$ cat src/rtl/pnr_trig_sampler.sv
// rtl/pnr_trig_sampler.sv - PNR front end: trigger crossing detect, dead-time, delayed PNR capture.
// Optional macro PNR_MISSED_CNT_EN enables the missed-crossing counter.
module pnr_trig_sampler #(
  parameter int DW = 14,
  parameter int CW = 32
) (
  input  logic          ADC_CLK,
  input  logic          ADC_RST,
  input  logic [DW-1:0] trig_source_sig,
  input  logic [DW-1:0] pnr_source_sig,
  input  logic [DW-1:0] trig_threshold,
  input  logic [CW-1:0] trig_clearance,
  input  logic [CW-1:0] pnr_delay,
  output logic          trig_pulse,
  output logic          sample_valid,
  output logic [DW-1:0] sample_data,
  output logic          busy,
  output logic [CW-1:0] trig_count,
  output logic [CW-1:0] missed_count
);

  typedef enum logic [1:0] {ARMED, DELAY, HOLD} state_t;

  state_t              state, state_next;
  logic signed [DW-1:0] t0, t1;
  logic [DW-1:0]       p0;
  logic [CW-1:0]       d_lat, c_lat, cnt;
  logic [CW:0]         cnt_inc, c_ext;
  logic                x, accept, capture;

  assign x       = (t1 < $signed(trig_threshold)) && (t0 >= $signed(trig_threshold));
  assign cnt_inc = {1'b0, cnt} + {{CW{1'b0}}, 1'b1};
  assign c_ext   = {1'b0, c_lat};

  // cnt holds the offset of the current cycle from the accepted event
  always_comb begin
    state_next = state;
    accept     = 1'b0;
    capture    = 1'b0;
    case (state)
      ARMED: begin
        if (x) begin
          accept = 1'b1;
          if (pnr_delay == '0) begin
            capture    = 1'b1;
            state_next = (trig_clearance <= {{(CW-1){1'b0}}, 1'b1}) ? ARMED : HOLD;
          end else begin
            state_next = DELAY;
          end
        end
      end
      DELAY: begin
        if (cnt == d_lat) begin
          capture    = 1'b1;
          state_next = (cnt_inc >= c_ext) ? ARMED : HOLD;
        end
      end
      HOLD: begin
        if (cnt_inc >= c_ext) state_next = ARMED;
      end
      default: state_next = ARMED;
    endcase
  end

  always_ff @(posedge ADC_CLK) begin
    if (ADC_RST) begin
      state        <= ARMED;
      t0           <= '0;
      t1           <= '0;
      p0           <= '0;
      d_lat        <= '0;
      c_lat        <= '0;
      cnt          <= '0;
      trig_pulse   <= 1'b0;
      sample_valid <= 1'b0;
      sample_data  <= '0;
      busy         <= 1'b0;
      trig_count   <= '0;
    end else begin
      state        <= state_next;
      t0           <= $signed(trig_source_sig);
      t1           <= t0;
      p0           <= pnr_source_sig;
      trig_pulse   <= accept;
      sample_valid <= capture;
      busy         <= (state_next != ARMED);
      if (capture) sample_data <= p0;
      if (accept) begin
        d_lat      <= pnr_delay;
        c_lat      <= trig_clearance;
        cnt        <= {{(CW-1){1'b0}}, 1'b1};
        trig_count <= trig_count + 1'b1;
      end else begin
        cnt <= cnt + 1'b1;
      end
    end
  end

`ifdef PNR_MISSED_CNT_EN
  logic miss;
  assign miss = x && (state != ARMED);

  always_ff @(posedge ADC_CLK) begin
    if (ADC_RST)   missed_count <= '0;
    else if (miss) missed_count <= missed_count + 1'b1;
  end
`else
  assign missed_count = '0;
`endif

endmodule

$ cat config.mk
export PLATFORM = sky130hd
export DESIGN_NAME = pnr_trig_sampler
export DESIGN_NICKNAME = d
export VERILOG_FILES = /design/src/rtl/pnr_trig_sampler.sv
export SDC_FILE = /design/constraint.sdc
export NUM_CORES = 1
export LEC_CHECK = 0
export CORE_MARGIN = 10
export CORE_UTILIZATION = 48
export DETAILED_ROUTE_END_ITERATION = 12
export PLACE_DENSITY = 0.9
export RECOVER_POWER = 50
export SLEW_MARGIN = 20
export SYNTH_ARGS = -nofsm -noshare
export SYNTH_HDL_FRONTEND = slang
export SYNTH_SLANG_ARGS = --single-unit
$ cat constraint.sdc
create_clock -name ADC_CLK -period 3.04 [get_ports ADC_CLK]
set_input_delay 0.456 -clock ADC_CLK [delete_from_list [all_inputs] [get_ports ADC_CLK]]
set_output_delay 0.456 -clock ADC_CLK [all_outputs]
set_load 0.02 [all_outputs]
; ---- After elaboration in Yosys (flattened, before gate mapping)
; Index checks and enable logic that the tools add are counted.
[totals]
register_bits = 189
latchBits = 0
mem_bits_rw = 0
mem_bits_ro = 0
inputBits = 108
out_inout_bits = 81
mem_count = 0
[classes]
add_sub_neg = 3
n_mul = 0
div = 0
order_cmp = 4
eq_ne = 3
shift = 0
n_mux = 14
n_bitwise = 0
reduce_logical = 5
[ops]
columns = operator, n
row1 = $add A32 B1 Y32 const B, 2
row2 = $add A32 B1 Y33 const B, 1
row3 = $ge A33 B32 Y1, 1
row4 = $eq A32 B32 Y1, 1
row5 = $le A32 B1 Y1 const B, 1
row6 = $logic_not A32 Y1, 1
row7 = $ge A14 B14 Y1, 1
row8 = $lt A14 B14 Y1, 1
row9 = $mux W2, 6
row10 = $mux W1, 6
row11 = $pmux W2 S3, 1
row12 = $eq A2 B1 Y1 const B, 1
row13 = $eq A2 B2 Y1 const B, 1
row14 = $logic_not A2 Y1, 1
row15 = $pmux W1 S2, 1
row16 = $reduce_bool A2 Y1, 1
row17 = $reduce_or A2 Y1, 1
row18 = $logic_and A1 B1 Y1, 1

; ---- Logic depth before layout (Yosys ltp)
; Gate-level depths: netlist (run 1).
[depth]
ltp_word = 6
mapped_depth = 14

; ---- Least setup slack after synthesis (run 1)
; OpenSTA, ideal clock, no wires.
[synth_path]
path_kind = flip-flop to flip-flop
start = reg cnt[0]
end = reg busy
setup_ps = 73
arrival_time_ps = 3132
required_time_ps = 2967
setup_slack_ps = -165
path_stages_with_launch = 15
path_buffers = 0
period_less_slack_ps = 3205
path_cell_list = dfxtp_1 -> ha_1 -> nand4_1 -> nor3_1 -> nor3b_1 -> nand3_1 -> xnor2_1 -> ha_1 -> a211oi_1 -> nor3b_1 -> o31a_1 -> a31oi_1 -> and3_1 -> o211ai_1 -> o211ai_2
[synth_via]
elab_chain_cells = 6
elab_cells_between_ends = 8
classes_between = add/sub (1) / order compare (1) / eq/ne (1) / mux (4) / reduce/logical (1)
[synth_rtl]
columns = item, line_no
row1 = start: declaration, 27  ; logic [CW-1:0] d_lat, c_lat, cnt;
row2 = start signal: assignment, 91  ; cnt <= {{(CW-1){1'b0}}, 1'b1};
row3 = start signal: assignment, 94  ; cnt <= cnt + 1'b1;
row4 = $add A32 B1 Y33 (*), 32  ; assign cnt_inc = {1'b0, cnt} + {{CW{1'b0}}, 1'b1};
row5 = via cnt_inc[28], 28  ; logic [CW:0] cnt_inc, c_ext;
row6 = $ge A33 B32 Y1 (*), "55, 59"
row7 = $mux W2, 55  ; state_next = (cnt_inc >= c_ext) ? ARMED : HOLD;
row8 = $mux W2, 53  ; if (cnt == d_lat) begin
row9 = $pmux W2 S3 (*), 40  ; case (state)
row10 = $reduce_bool A2 Y1 (*), 86  ; busy <= (state_next != ARMED);
row11 = end signal: assignment, 86
row12 = end: declaration, 17  ; output logic busy,
; Mark *: on every way through the listed nets, which the timed path passes. The rest lies on a longest branch.
; A chain may end at the register's enable or synchronous reset.

; ---- Worst setup path in the final report (run 1)
[layout_path]
start = reg cnt[1]
end = reg busy
; The elaborated chain is that of the path after synthesis.

==> results of run 1 <==
state kept, by name, indices dropped and copies added (netlist names):
register      count
state             2
t0               14
sample_data      14
trig_pulse        1
p0               14
c_lat            32
busy              1
t1               14
cnt              32
d_lat            32
trig_count       32
sample_valid      1
routing by layer:
metal / global-route usage (%) / wire, µm / vias to the layer above
li1: - / - / 4252
met3: 5.034 / 2168 / 74
met1: 25.10 / 11710 / 4260
met4: 9.098 / 1082 / 0
met2: 36.30 / 14790 / 378
met5: 0 / 0 / -
path summary, 6_finish.rpt:
| path | start | endpoint | cells past startpoint |
|---|---|---|---|
| worst max-delay path | cnt[1] | busy | 16 |
| worst min-delay path | p0[3] | sample_data[3] | 2 |
| worst max register to register | cnt[1] | busy | 16 |
| worst min register to register | p0[3] | sample_data[3] | 2 |
what timing repair did:
action,4_1_cts,5_1_grt
resized for setup,26,24
setup endpoints to repair,10,120
gates cloned,1,0
pin swaps,18,10
hold endpoints to repair,0,0
buffers inserted,6,5
layout make-up:
type                    instances  share of cell area [%]
flip-flops and latches        189                   29.58
clock inverters                12                   1.259
well taps                     270                   2.635
inverters                      54                   1.581
repair buffers                236                   17.74
multi-input cells             818                   43.73
clock buffers                  20                   3.485
worst max-delay path, stage by stage, from the launching register on:
cell	delay [ns]
dfxtp_2	0.35
ha_4	0.14
nand4_1	0.12
nor3_2	0.21
buf_4	0.15
nor3b_4	0.22
buf_4	0.17
nand3_4	0.11
xnor2_4	0.26
ha_4	0.25
a211oi_2	0.21
nor3b_1	0.09
o31a_1	0.31
a31oi_1	0.16
and3_4	0.21
o211ai_1	0.12
o211ai_2	0.11
cell usage in the layout (no fill, tap or decap), drive strengths merged, types with 3 or more instances in the layout:
cell type	count
o211ai	6
conb	32
ha	61
a21oi	90
clkbuf	25
mux2	27
clkinv	3
nand4	31
nand2b	31
buf	76
or4	4
mux2i	15
nor3b	3
bufinv	3
nor2	52
clkdlybuf4s50	105
a31oi	3
a21o	8
o21ai	72
inv	57
nor4	45
dlygate4sd3	50
clkinvlp	3
and3	7
nor3	13
dfxtp	189
a211oi	4
and4	4
nand3	99
xor2	40
nor2b	99
xnor2	22
o31ai	5
nand2	30
power by group through the flow:
stage	clock, mW	combinational, mW	sequential (mW)
finish	2.34	1.19	2.65
global placement	0	1.06	2.70
floorplan	0	0.683	2.69
global route	2.45	1.28	2.66
CTS	2.35	1.14	2.65
detailed placement	0	1.09	2.70
cell families (layout without fill, tap and decap cells):
family | count (synthesis) | count (layout) | synth area share, %
AND/OR/NAND/NOR | 423 | 424 | 24.12
flip-flops | 189 | 189 | 38.47
other | 1 | 32 | 0.03813
XOR/XNOR | 62 | 62 | 5.522
multiplexers | 42 | 42 | 4.656
adder cells (fa/ha/maj) | 61 | 61 | 7.761
AO/OA/AOI/OAI | 197 | 197 | 11.41
buffers and inverters | 154 | 322 | 8.015
==> results.md, run 1 <==
* Status: complete, but fails checks
* Failing checks: capacitance limit, slew limit, setup timing
* Setup Crit Path Kind: register to register
* Cts hold-fix bufs at 0
* Clock Latency Late Sink at 0.44 ns
* Synth top area share at 38.47%
* Fin util at 63.55%
* Switching share of power at 28.54%
* Clk sink count at ~190
* # placed instances at 1556
* Drt wl/cell at 18.61 µm
* Seq. cell area at roughly 3800 µm²
* DIE AREA at approximately 27000 µm²
* Clock power share at a little under two fifths
* Synth area leader: dfxtp_1
* Slew Viols, Final at 72
* PortBufs at 156
* Placed wire-length estimate at just over 20 mm
* First-pass GRT wire length at 46.12 mm
* HP Class: register to register
* Crit start category: register
* EDFF count, synth at 0
* Cells after Synth at about 1100
* IO Pins at around 190
* Final non-filler cell total at 1599
* Dpl ws at -0.4750 ns
* Num CTS Buffers at 17
* CP Max Fanout at 3
* Power per Cell Area at 482.2 nW/µm²
* Sum Neg Setup Slack at -0.9891 ns
* # rows at 52
* Area contributors post-synth: dfxtp_1, ha_1, nor2b_1, nand3_1, a21oi_1
* Worst-path clk slew at 0.07 ns
* Die height at 163.1 µm
* RSZ-0062 raised after global routing: yes
* Worst slew pin tran at 1.549 ns
* Fin. Hold Viols at 0
* Fillers at around 1600
* Hold Slack at 0.4532 ns
* Rel. slew slack at -3.245%
* Vias at around 9000
* Register bit total from synthesis at about 190
* Fraction of registers with async set/reset at 0%
* Core Box Area at 20170 µm²
* Area growth from synthesis to layout at 30.34%
* Detailed Route WL at 29.76 mm
* Area of the multi-input gates at approximately 5600 µm²
* Int Power at 4.417 mW
* CTS tree: yes
* Drt drc at 0
* Max cap viols at 1
* Period Utilization, post-route at 107.4%
* Logic pwr share at between 15 and 20%
* Total power at slightly above 6 mW
* Vias per inst at 5.606
* Synthesized area at just under 10000 µm²
* ANT nets after route at 0
* Count of final setup violators at 20
* DRT iter0 DRCs at 883
* Setup WS post-layout at -0.2236 ns
* Leakage at 5.422 nW
* P_sw at 1.764 mW
* Gp weighted congestion at 0.9189
* Placed cell area at about 12000 µm²
* Global route overflow at 0
* Htree depth at 4
* Width of the die at 163.1 µm
* First-pass DRT Iterations at 7
* Clock period minus worst slack at 3.264 ns
* Crit path DAT at 3.63 ns
* Tot GR Track Use at 21.30%
* Commonest cells in the netlist: dfxtp_1, nand3_1, nor2b_1, a21oi_1, o21ai_0
* Post-synthesis sequential area ratio at 38.47%
* Sequential power share at 42.9%
* Total Nets Final at roughly 1500
* Predominant post-synthesis flop cell: dfxtp_1
* Root buf cell: clkbuf_16
* Clock Skews at between 0.01 and 0.015 ns
* Unique masters post-synth at 57
* Fraction of layout cells with a size suffix above 1 at 13.77%
* Worst reg-to-reg setup slack at -0.22 ns
* Yosys Warn Count at 0
* Count leader, synth: dfxtp_1
* Critical path capture point type: register
* Final non-filler cell area at 12820 µm²
* Initial antenna violation count at 0
* Crit path required time at 3.41 ns
* FMAX at around 0.3 GHz
* Max VDD drop at 0.0003801 V
* Clk buf depth at 2
* Number of global-route vias before repair at 8793
* Initial Util at ~49%
* Diode count at 0
* Mean area per synthesized cell at 8.711 µm²
* Largest net degree at the start of global routing at 78
No activity file was read; power rests on OpenSTA's default activity.
==> inputs of run 2 (changes only) <==
--- a/config.mk
+++ b/config.mk
@@ -5,11 +5,12 @@
 export SDC_FILE = /design/constraint.sdc
 export NUM_CORES = 1
 export LEC_CHECK = 0
-export CORE_MARGIN = 10
 export CORE_UTILIZATION = 48
+export CTS_CLUSTER_SIZE = 10
 export DETAILED_ROUTE_END_ITERATION = 12
 export PLACE_DENSITY = 0.9
 export RECOVER_POWER = 50
+export SKIP_LAST_GASP = 1
 export SLEW_MARGIN = 20
 export SYNTH_ARGS = -nofsm -noshare
 export SYNTH_HDL_FRONTEND = slang
==> run 2 against run 1 <==
Against the previous run:
- the flow still finishes with violations (capacitance limit, slew limit, setup timing)
- maximum frequency grew 4.4%
- non-clock buffer count fell by 1
- first-iteration DRC count is 40% lower
- final cell count shrank 0.31%
- global-route usage rose by 3.3 points
- routed wire length down 11%
- utilization up 0.97 points
- critical endpoint unchanged
==> results.md, run 2 (same netlist as run 1, synthesis figures left out) <==
* Vias at 8810 (-1.7%)
* Worst R2R Start: cnt[5]
* Clk buf depth at 2 (unchanged)
* Largest net degree at the start of global routing at 64 (-18%)
* Clock period minus worst slack at 3.125 ns (-0.1382 ns)
* Leakage at 5.428 nW (+0.10%)
* Power per Cell Area at 467.9 nW/µm² (-3.0%)
* CP Max Fanout at 5 (+2)
* PortBufs at 156 (unchanged)
* Diode count at 0 (unchanged)
* Setup Crit Path Kind: register to register
* Placed wire-length estimate at 18.94 mm (-8.5%)
* Max incr delay on CP at 0.38 ns (+0.03 ns)
* Fillers at 1551 (-1.7%)
* Detailed Route WL at 26.47 mm (-11%)
* Placed cell area at 11970 µm² (+0.47%)
* First-pass DRT Iterations at 5 (-2)
* Failing checks: capacitance limit, slew limit, setup timing
* Drt wl/cell at 16.61 µm (-11%)
* FMAX at 0.3200 GHz (+4.4%)
* Fin. Hold Viols at 0 (unchanged)
* Initial Util at 49.72% (+0.96 points)
* Total Nets Final at 1485 (unchanged)
* Period Utilization, post-route at 102.8% (-4.5 points)
* Most frequent CP cell: buf_4
* # placed instances at 1556 (unchanged)
* Slew Viols, Final at 44 (-39%)
* Hold_sp: t0[0]
* Width of the die at 145.1 µm (-11%)
* Worst Setup SP: cnt[5]
* CTS tree: yes
* Worst path cell trace: nand3_2 -> nor4_2 -> buf_4 -> nor3b_2 -> buf_4 -> buf_4 -> nand2_1 -> xnor2_2 -> ha_1 -> nand4_1 -> buf_4 -> a211o_1 -> and3_4 -> o211ai_1 -> o211ai_2
* Drt drc at 0 (unchanged)
* Max cap viols at 1 (unchanged)
* Worst reg-to-reg setup slack at -0.09 ns (+0.14 ns)
* Number of global-route vias before repair at 8579 (-2.4%)
* Rel. slew slack at -35.82% (-33 points)
* Root buf cell: clkbuf_16
* Global route overflow at 0 (unchanged)
* Tot GR Track Use at 24.59% (+3.3 points)
* Crit start category: register
* Area growth from synthesis to layout at 29.80%
* Final non-filler cell total at 1594 (-0.31%)
* Sum Neg Setup Slack at -0.7847 ns (+0.2044 ns)
* Count of final setup violators at 21 (+5.0%)
* Clock Latency Late Sink at 0.43 ns (about the same)
* Worst-path clk slew at 0.07 ns (about the same)
* Setup WS post-layout at -0.08537 ns (+0.1382 ns)
* Initial antenna violation count at 0 (unchanged)
* HP Class: register to register
* Vias per inst at 5.527 (-1.4%)
* Worst slew pin tran at 2.037 ns (+0.4887 ns)
* Clk sink count at 189 (unchanged)
* Status: complete, but fails checks
* Fraction of layout cells with a size suffix above 1 at 14.00% (+0.23 points)
* Dpl ws at -0.6888 ns (-0.2138 ns)
* Critical path capture point type: register
* Cts hold-fix bufs at 0 (unchanged)
* Core Box Area at 19780 µm² (-1.9%)
* DIE AREA at 21060 µm² (-21%)
* Gp weighted congestion at 0.9123 (-0.72%)
* Crit-path slowest cell: dfxtp_1
* Commonest non-fill, non-tap cell in the layout: dfxtp_1
* Htree depth at 4 (unchanged)
* IO Pins at 189 (unchanged)
* Max VDD drop at 0.0003565 V (-6.2%)
* Crit path required time at 3.34 ns (-0.07 ns)
* Final non-filler cell area at 12760 µm² (-0.42%)
* Crit path DAT at 3.43 ns (-0.20 ns)
* Die height at 145.1 µm (-11%)
* Clock Skews at 0.01153 ns (-0.001039 ns)
* DRT iter0 DRCs at 528 (-40%)
* RSZ-0062 raised after global routing: yes
* # rows at 51 (-1.9%)
* Commonest non-fill, non-tap cells in the layout: dfxtp_1, clkdlybuf4s50_1, nor2b_1, nand3_1, a21oi_1
* Num CTS Buffers at 17 (unchanged)
* ANT nets after route at 0 (unchanged)
* First-pass GRT wire length at 42.02 mm (-8.9%)
## run 2: cell types whose count changed in the layout (fill, tap and decap cells not counted), sizes merged
cell,change
nor2,+1
bufinv,-3
buf,+1
clkinv,+3
inv,-2
## run 2: final timing paths
path | cells past startpoint | endpoint
min reg2reg | 2 | t1[0]
max | 15 | busy
max reg2reg | 15 | busy
min | 2 | t1[0]
## run 2: per-stage QoR
step                power, mW  util, %  hold WS, ns
finish                  5.973    64.53       0.4386
global route            6.207    64.53       0.4605
CTS                     5.962    64.00       0.4445
detailed placement      3.809    60.51       0.4332
global placement        3.770    60.51       0.4288
floorplan               3.377        -       0.4197
## run 2: routing by layer
metal / vias up / share of wire [%] / global-route usage (%)
li1: 4258 / - / -
met1: 4183 / 43 / 30.33
met2: 314 / 49 / 41.54
met3: 55 / 6.1 / 5.755
met4: 0 / 2.7 / 9.105
met5: - / 0 / 0
## run 2: final cells by class
class	count	area (µm²)	area share (%)
clock buffers	22	484.2	3.793
clock inverters	10	83.83	0.6567
inverters	54	202.7	1.588
multi-input cells	819	5614	43.98
flip-flops and latches	189	3789	29.68
well taps	265	331.6	2.598
repair buffers	235	2260	17.70
## run 2: critical path, delay by kind of cell, from the launching register on
| family | cells | cell delay [ns] |
|---|---|---|
| AND/OR/NAND/NOR | 6 | 1.00 |
| buffers and inverters | 4 | 0.65 |
| AO/OA/AOI/OAI | 3 | 0.49 |
| flip-flops | 1 | 0.38 |
| adder cells (fa/ha/maj) | 1 | 0.30 |
| XOR/XNOR | 1 | 0.18 |
## run 2: power by group
part / switching, mW / internal [mW] / total, mW / leakage [nW]
clock network: 1.00 / 1.15 / 2.15 / 0.269
logic: 0.665 / 0.508 / 1.17 / 3.62
registers: 0.0638 / 2.59 / 2.65 / 1.54
## run 2: what timing repair did
item / 4_1_cts / 5_1_grt
gates resized for setup: 18 / 23
setup endpoints to repair: 94 / 106
gates cloned: 1 / 1
buffers inserted: 2 / 2
pin swaps: 14 / 9
